<file path="src/rtl/comm_rd_seq.sv">
// comm_rd_seq: round-robin multi-channel read-address sequencer for the UART TX frame buffer.
// Define COMM_RD_ABORT_EN to abort a frame when its strobe drops; otherwise drops are ignored.
module comm_rd_seq #(
  parameter int unsigned NCH      = 5,
  parameter int unsigned NWORDS   = 18,
  parameter int unsigned AW       = 5,
  parameter int unsigned SLOT     = 64,
  parameter int unsigned RD_START = 40,
  parameter int unsigned RD_LEN   = 4
) (
  input  logic                   clk,
  input  logic                   rst,
  input  logic [NCH-1:0]         strob,
  output logic [NCH-1:0]         rd,
  output logic [NCH*AW-1:0]      rd_adr,
  output logic [NCH-1:0]         adr_valid,
  output logic                   busy,
  output logic [$clog2(NCH)-1:0] active_ch,
  output logic [NCH-1:0]         done,
  output logic [NCH-1:0]         abort
);

  localparam int unsigned CW = $clog2(NCH);
  localparam int unsigned SW = (SLOT > 1) ? $clog2(SLOT) : 1;

  typedef enum logic [1:0] {
    S_IDLE = 2'd0,
    S_SLOT = 2'd1,
    S_ADV  = 2'd2
  } state_t;

  state_t              state, state_d;
  logic [NCH-1:0]      strob_s1;
  logic [NCH-1:0]      req;
  logic [NCH-1:0]      armed, armed_d;
  logic [CW-1:0]       rr_ptr, rr_d;
  logic [SW-1:0]       slot, slot_d;
  logic [AW-1:0]       word, word_d;
  logic                busy_d;
  logic [CW-1:0]       ch_d;
  logic [NCH-1:0]      rd_d;
  logic [NCH*AW-1:0]   rd_adr_d;
  logic [NCH-1:0]      adr_valid_d;
  logic [NCH-1:0]      done_d;
  logic [NCH-1:0]      abort_d;
  logic                grant_vld;
  logic [CW-1:0]       grant_ch;
  int                  scan;
`ifdef COMM_RD_ABORT_EN
  logic                pend, pend_d;
`endif

  // Next-state, arbitration and output decode
  always_comb begin
    state_d     = state;
    slot_d      = slot;
    word_d      = word;
    busy_d      = busy;
    ch_d        = active_ch;
    rr_d        = rr_ptr;
    armed_d     = armed | ~req;
    rd_d        = '0;
    done_d      = '0;
    abort_d     = '0;
    rd_adr_d    = '0;
    adr_valid_d = '0;
    grant_vld   = 1'b0;
    grant_ch    = '0;
    scan        = 0;
`ifdef COMM_RD_ABORT_EN
    pend_d      = pend;
`endif

    for (int i = 0; i < int'(NCH); i++) begin
      scan = int'(rr_ptr) + i;
      if (scan >= int'(NCH)) scan = scan - int'(NCH);
      if (!grant_vld && req[scan[CW-1:0]] && armed[scan[CW-1:0]]) begin
        grant_vld = 1'b1;
        grant_ch  = scan[CW-1:0];
      end
    end

    unique case (state)
      S_IDLE: begin
        if (grant_vld) begin
          state_d = S_SLOT;
          busy_d  = 1'b1;
          ch_d    = grant_ch;
          rr_d    = (grant_ch == CW'(NCH - 1)) ? '0 : grant_ch + 1'b1;
          word_d  = '0;
          slot_d  = '0;
`ifdef COMM_RD_ABORT_EN
          pend_d  = 1'b0;
`endif
        end
      end
      S_SLOT: begin
        slot_d = slot + 1'b1;
        if (slot >= SW'(RD_START) && slot < SW'(RD_START + RD_LEN)) rd_d[active_ch] = 1'b1;
`ifdef COMM_RD_ABORT_EN
        if (!req[active_ch]) pend_d = 1'b1;
`endif
        if (slot == SW'(SLOT - 1)) begin
          slot_d  = '0;
          state_d = S_ADV;
`ifdef COMM_RD_ABORT_EN
          // Strobe dropped somewhere in this slot: finish it, then abort instead of advancing
          if (pend || !req[active_ch]) begin
            state_d            = S_IDLE;
            busy_d             = 1'b0;
            word_d             = '0;
            abort_d[active_ch] = 1'b1;
            armed_d[active_ch] = 1'b0;
            pend_d             = 1'b0;
          end
`endif
        end
      end
      S_ADV: begin
`ifdef COMM_RD_ABORT_EN
        if (!req[active_ch]) pend_d = 1'b1;
`endif
        if (word == AW'(NWORDS - 1)) begin
          state_d           = S_IDLE;
          busy_d            = 1'b0;
          word_d            = '0;
          done_d[active_ch] = 1'b1;
          armed_d[active_ch] = 1'b0;
`ifdef COMM_RD_ABORT_EN
          pend_d            = 1'b0;
`endif
        end else begin
          word_d  = word + 1'b1;
          slot_d  = '0;
          state_d = S_SLOT;
        end
      end
      default: state_d = S_IDLE;
    endcase

    for (int k = 0; k < int'(NCH); k++) begin
      adr_valid_d[k]       = busy_d && (ch_d == CW'(k));
      rd_adr_d[k*AW +: AW] = adr_valid_d[k] ? word_d : '0;
    end
  end

  // State and registered outputs
  always_ff @(posedge clk or negedge rst) begin
    if (!rst) begin
      state     <= S_IDLE;
      strob_s1  <= '0;
      req       <= '0;
      armed     <= '1;
      rr_ptr    <= '0;
      slot      <= '0;
      word      <= '0;
      busy      <= 1'b0;
      active_ch <= '0;
      rd        <= '0;
      rd_adr    <= '0;
      adr_valid <= '0;
      done      <= '0;
      abort     <= '0;
`ifdef COMM_RD_ABORT_EN
      pend      <= 1'b0;
`endif
    end else begin
      state     <= state_d;
      strob_s1  <= strob;
      req       <= strob_s1;
      armed     <= armed_d;
      rr_ptr    <= rr_d;
      slot      <= slot_d;
      word      <= word_d;
      busy      <= busy_d;
      active_ch <= ch_d;
      rd        <= rd_d;
      rd_adr    <= rd_adr_d;
      adr_valid <= adr_valid_d;
      done      <= done_d;
      abort     <= abort_d;
`ifdef COMM_RD_ABORT_EN
      pend      <= pend_d;
`endif
    end
  end

endmodule

</file>
<file path="config.mk">
export PLATFORM = sky130hd
export DESIGN_NAME = comm_rd_seq
export DESIGN_NICKNAME = d
export VERILOG_FILES = /design/src/rtl/comm_rd_seq.sv
export SDC_FILE = /design/constraint.sdc
export NUM_CORES = 1
export LEC_CHECK = 0
export CAP_MARGIN = 20
export CORE_MARGIN = 4
export CORE_UTILIZATION = 45
export CTS_CLUSTER_DIAMETER = 40
export DETAILED_ROUTE_END_ITERATION = 10
export PLACE_DENSITY = 0.69
export RECOVER_POWER = 25
export SETUP_SLACK_MARGIN = 0.5
export SYNTH_ARGS = -nofsm -noshare
export SYNTH_HDL_FRONTEND = slang
export SYNTH_SLANG_ARGS = --single-unit
export TNS_END_PERCENT = 100
</file>
<file path="constraint.sdc">
create_clock -name clk -period 4.25 [get_ports clk]
set_clock_uncertainty 0.05 [all_clocks]
set_input_delay 0.6375 -clock clk [delete_from_list [all_inputs] [get_ports clk]]
set_output_delay 0.6375 -clock clk [all_outputs]
set_load 0.01 [all_outputs]
</file>
== Yosys cells after proc, flatten, opt, wreduce, memory -nomap -nowiden ==
Cells that the tools add are included.
W data, S select, Z words.

* Register bits after elaboration: 75

* $add $sub $neg: 12
* Magnitude comparators: 14
* Equal/unequal tests: 12
* Muxes and demuxes: 65
* Bitwise gates (word level): 4
* Reduce and logical (&&, ||, !) cells: 26

{| class="wikitable"
|+ Operators by type and width
! operator !! number
|-
| $mux W5 || 13
|-
| $mux W3 || 13
|-
| $bmux W1 S3 || 10
|-
| $lt A3 B4 Y1 const B || 6
|-
| $mux W1 || 19
|-
| $mux W6 || 3
|-
| $pmux W6 S3 || 1
|-
| $ge A4 B3 Y1 const B || 4
|-
| $logic_and A1 B1 Y1 || 16
|-
| $sub A3 B3 Y3 const B || 5
|-
| $not A5 Y5 || 2
|-
| $pmux W5 S2 || 1
|-
| $add A3 B2 Y4 const B || 2
|-
| $add A6 B1 Y6 const B || 1
|-
| $eq A3 B2 Y1 const B || 2
|-
| $eq A3 B3 Y1 const B || 2
|-
| $eq A6 B6 Y1 const B || 1
|-
| $ge A6 B6 Y1 const B || 1
|-
| $lt A6 B6 Y1 const B || 1
|-
| $ne A2 B2 Y1 const B || 3
|-
| $pmux W2 S3 || 1
|-
| $add A5 B1 Y5 const B || 1
|-
| $and A5 B5 Y5 || 1
|-
| $eq A5 B5 Y1 const B || 1
|-
| other kinds (18) || 23
|}

== Depth between registers and ports, before layout ==
* Depth in word-level cells: 27
* Gate-level depth with buffers: 14

== Least setup slack after synthesis ==
OpenSTA, ideal clock, no wires.

* Path kind: register to register
* Start: reg rr_ptr[0]
* End: reg rd_adr[8]
* Library setup time: 75 ps
* Arrival time: 3476 ps
* Required time: 4125 ps
* Setup slack: 649 ps
* Stages on the path, launching flop included: 14
* Path buffers: 1
* Cells stage by stage: dfrtp_1 -> inv_2 -> ha_1 -> inv_1 -> fa_1 -> or3_4 -> and3b_1 -> o211a_1 -> or3_4 -> o311ai_2 -> a21oi_1 -> or4_1 -> buf_6 -> a21oi_2

* Longest elaborated chain between the ends: 27
* Elaborated cells between the ends (all ways): 71
* Classes of those cells: add/sub (9); order compare (5); eq/ne (1); mux (42); reduce/logical (14)

{| class="wikitable"
|+ Ends and longest elaborated chain
! what !! RTL line !! source
|-
| from (decl) || 36 || <nowiki>logic [CW-1:0] rr_ptr, rr_d;</nowiki>
|-
| from (signal assigned) || 172 || <nowiki>rr_ptr <= rr_d;</nowiki>
|-
| branches (longest 26 deep; another with $add A3 B1 Y4) || - ||
|-
| $mux W5 * || 143 || <nowiki>rd_adr_d[k*AW +: AW] = adr_valid_d[k] ? word_d : '0;</nowiki>
|-
| net rd_adr_d[8] || 42 || <nowiki>logic [NCH*AW-1:0] rd_adr_d;</nowiki>
|-
| to (signal assigned) || 178 || <nowiki>rd_adr <= rd_adr_d;</nowiki>
|-
| to (decl) || 15 || <nowiki>output logic [NCH*AW-1:0] rd_adr,</nowiki>
|}

Mark *: on every way through the listed nets, which the timed path passes. The select of a mux whose other input is x is not followed.
A chain may end at the register's enable or synchronous reset.

== Worst setup path in the final report ==
* Start: reg rr_ptr[1]
* End: reg rd_adr[14]

* Longest elaborated chain between the ends: 27
* Elaborated cells between the ends (all ways): 71
* Classes of those cells: add/sub (9); order compare (5); eq/ne (1); mux (42); reduce/logical (14)

{| class="wikitable"
|+ Ends and longest elaborated chain
! what !! RTL line
|-
| branches (longest 26 deep; another with $add A3 B1 Y4) || -
|-
| $mux W5 * || 143
|-
| net rd_adr_d[14] || 42
|}

Marked as above.

==> run_results.csv <==
group,metric,value,unit
status,status,"finished with violations",
status,violations,"max-capacitance violations, max-slew violations",
logic_synthesis,synth_area_leaders,"dfrtp_1, a21oi_1, ha_1",
clock_tree,postCtsHoldBufs,0,
logic_synthesis,synthAdderAreaFrac,0.0426,
die,dieArea,0.0105,mm2
final_layout,nNetsFinal,484,
global_route,grt_start_max_net_pins,76,
logic_synthesis,synthSimpleGateAreaFrac,0.177,
final_layout,drive_gt1_frac,0.173,
global_route,grt_pass1_vias,3096,
final_layout,antenna_cells,0,
logic_synthesis,synth-xor-area-share,0.0131,
die,die_y,102,um
final_layout,fillCellCount,784,
global_route,grt_usage,0.203,
critical_path,slowest_stage,"nor4_1",
die,core_area,0.00868,mm2
place,place_congestion,0.956,
timing,maxSlewViolCount,76,
critical_path,crit_top_cell,"buf_4",
critical_path,timing.rr.end,"rd_adr[14]",
routing,dr.first_iter.drc_count,263,
critical_path,timing.critical_path.to_type,"flip-flop",
power_and_ir_drop,cellPowerDensity,788,mW/mm2
logic_synthesis,synth_compound_area_frac,0.224,
timing,maxSlewHeadroom,-0.186,
clock_tree,clock_latency,0.35,ns
critical_path,ff2ff_path_depth,14,
power_and_ir_drop,p_leak,2.18,nW
critical_path,crit_path_end,"rd_adr[14]",
logic_synthesis,synth_seq_area_share,0.471,
critical_path,cp_max_fo,7,
die,pin_count,56,
logic_synthesis,synth_common_cells,"dfrtp_1, a21oi_1, nor2_1",
timing,finalSetupViolCount,0,
place,port_buffers,50,
logic_synthesis,synth-seq-cells,75,
clock_tree,cts_num_sinks,75,
routing,via_per_inst,6.00,
logic_synthesis,synthCells,403,
critical_path,rr_startpoint,"rr_ptr[1]",
worst_hold_path,holdPathStages,0,
critical_path,r2r_setup_slack,0.56,ns
clock_tree,cts_tree,"yes",
final_layout,instances_no_fill,577,
timing,finalCritPeriodShare,0.869,
logic_synthesis,yosysTopAreaCellShare,0.438,
flow_run,max-cap-violations,1,
logic_synthesis,async_flop_share,1.00,
die,die_width,102,um
critical_path,startpoint_type,"flip-flop",
timing,clock.fmax,0.271,GHz
routing,first_pass_iters,6,
worst_hold_path,min_path_type,"reg -> reg",
worst_hold_path,hp-start,"strob_s1[2]",
routing,wl_per_cell,18.4,um
logic_synthesis,syn_avg_cell_area,9.92,um2
place,dp.cells,554,
clock_tree,root_buffer,"clkbuf_8",
clock_tree,htreeDepth,3,
critical_path,crit_path_start,"rr_ptr[1]",
global_route,gr-total-overflow,0,
logic_synthesis,synthFlopType,"dfrtp_1",
timing,hold_viol_final,0,
critical_path,arrival,3.93,ns
logic_synthesis,muxShareOfSynthArea,0.0216,
timing,worst_slew_pin_slew,1.78,ns
logic_synthesis,synth_edf_count,0,
die,core.rowCount,34,
routing,dr_total_vias,3461,
timing,setup_tns,0,ns
logic_synthesis,synth.distinct_cells,69,
global_route,antenna_found_initial,0,
timing,finalCriticalPeriod,3.69,ns
clock_tree,clk_pin_slew,0.10,ns
clock_tree,clock_path_buffers,2,
critical_path,slowest_delay,0.63,ns
place,dp_hpwl,7.39,mm
logic_synthesis,yosysMostFrequentCell,"dfrtp_1",
critical_path,path_cells,"inv_1 -> buf_4 -> ha_1 -> a21o_1 -> a21o_1 -> mux2i_1 -> a22oi_1 -> nor4_1 -> o311ai_4 -> buf_4 -> a211oi_2 -> o21ai_1 -> buf_4 -> a21oi_1",
routing,drt-total-wl,10.6,mm
timing,rsz0062_at_grt,"false",
critical_path,cp.required,4.49,ns
power_and_ir_drop,max-vdd-ir-drop,0.316,mV
routing,drc,0,
final_layout,syn2layout_area_growth,24.2,%
critical_path,crit_type,"reg -> reg",
global_route,grt_pass1_wl,16.4,mm
die,initial_core_util,0.461,
logic_synthesis,yosysWarnings,0,
routing,antenna_left,0,
clock_tree,cts-buffers-inserted,9,
logic_synthesis,yosysTopAreaCell,"dfrtp_1",
logic_synthesis,synth_top_family_by_area,"compound AO/OA/AOI/OAI gates",
logic_synthesis,synthesis.area,0.00400,mm2
==> layout make-up <==
cell class | count | area [um2] | area share
well taps | 108 | 135 | 0.0272
flip-flops and latches | 75 | 1880 | 0.380
clock buffers | 9 | 124 | 0.0250
clock inverters | 7 | 70.1 | 0.0141
inverters | 23 | 88.8 | 0.0179
repair buffers | 66 | 623 | 0.126
multi-input cells | 289 | 2040 | 0.411
==> worst min path at each step <==
stage | end | slack [ns]
after global placement | req[1] | 0.28
after floorplan | req[0] | 0.28
final | req[2] | 0.30
after detailed placement | req[0] | 0.28
after global routing | req[0] | 0.31
after CTS | req[2] | 0.30
==> power by group <==
| part | total (mW) | switching (mW) | internal, mW |
|---|---|---|---|
| Combinational | 2.48 | 1.43 | 1.05 |
| Clock | 0.534 | 0.307 | 0.227 |
| Sequential | 0.897 | 0.102 | 0.794 |
==> per-layer routing <==
layer / wire length [um] / share of wire / track usage / up-vias
met4: 231 / 0.022 / 0.0636 / 0
met5: 0 / 0 / 0 / -
met1: 4590 / 0.43 / 0.284 / 1690
li1: - / - / - / 1591
met3: 695 / 0.065 / 0.0444 / 21
met2: 5100 / 0.48 / 0.316 / 159
==> critical path: cells and delay by family (launching register included) <==
family                   cells  cell delay (ns)
AND/OR/NAND/NOR              1             0.63
AO/OA/AOI/OAI                7             1.38
adder cells (fa/ha/maj)      1             0.31
multiplexers                 1             0.21
flip-flops                   1             0.44
buffers and inverters        4             0.61
==> cells by family after synthesis <==
group / count (synthesis)
flops: 75
other cells: 1
simple gates: 129
mux: 6
compound gates: 130
fa+ha+maj: 13
buf+inv: 43
xor+xnor: 6
==> cells in the final DEF (no fill, tap or decap), drive strengths merged, types with 4 or more instances in the layout <==
cell / n
o21ai: 27
buf: 16
dlygate4sd3: 5
o31ai: 6
dfstp: 5
xnor2: 6
a22oi: 5
clkdlybuf4s50: 44
nand2: 20
a21o: 4
nand2b: 6
ha: 12
o211a: 4
nand3: 13
inv: 26
and3b: 4
dfrtp: 70
a22o: 4
nand4: 5
nor3: 17
o311ai: 4
nor2b: 8
clkbuf: 10
conb: 5
o211ai: 7
nor2: 27
a211oi: 4
a31oi: 4
and3: 4
a21oi: 41
or3: 7
==> what timing repair did <==
action / in CTS / in global routing
resized for setup: 9 / 17
pin swaps: 0 / 6
setup buffers: 0 / 7
endpoints found under the setup margin: 26 / 38
==> through the flow <==
step                hold slack [ns]  area, um2  power, mW   util  worst slack [ns]
floorplan                     0.281       4010       2.47      -             0.649
global placement              0.282       4600       2.93  0.531             0.468
detailed placement            0.285       4600       2.98  0.531             0.314
CTS                           0.297       4840       3.62  0.558             0.461
global route                  0.311       4960       4.16  0.572             0.468
finish                        0.297       4960       3.91  0.572             0.556
==> registers in the layout, summed over array words and instances, names as in the netlist <==
register and count:
rd 5, req 5, state 2, slot 6, rr_ptr 3, armed 5
strob_s1 5, rd_adr 25, done 5, active_ch 3, word 5, busy 1
adr_valid 5
Note: power is estimated with default switching activity, not from simulation.
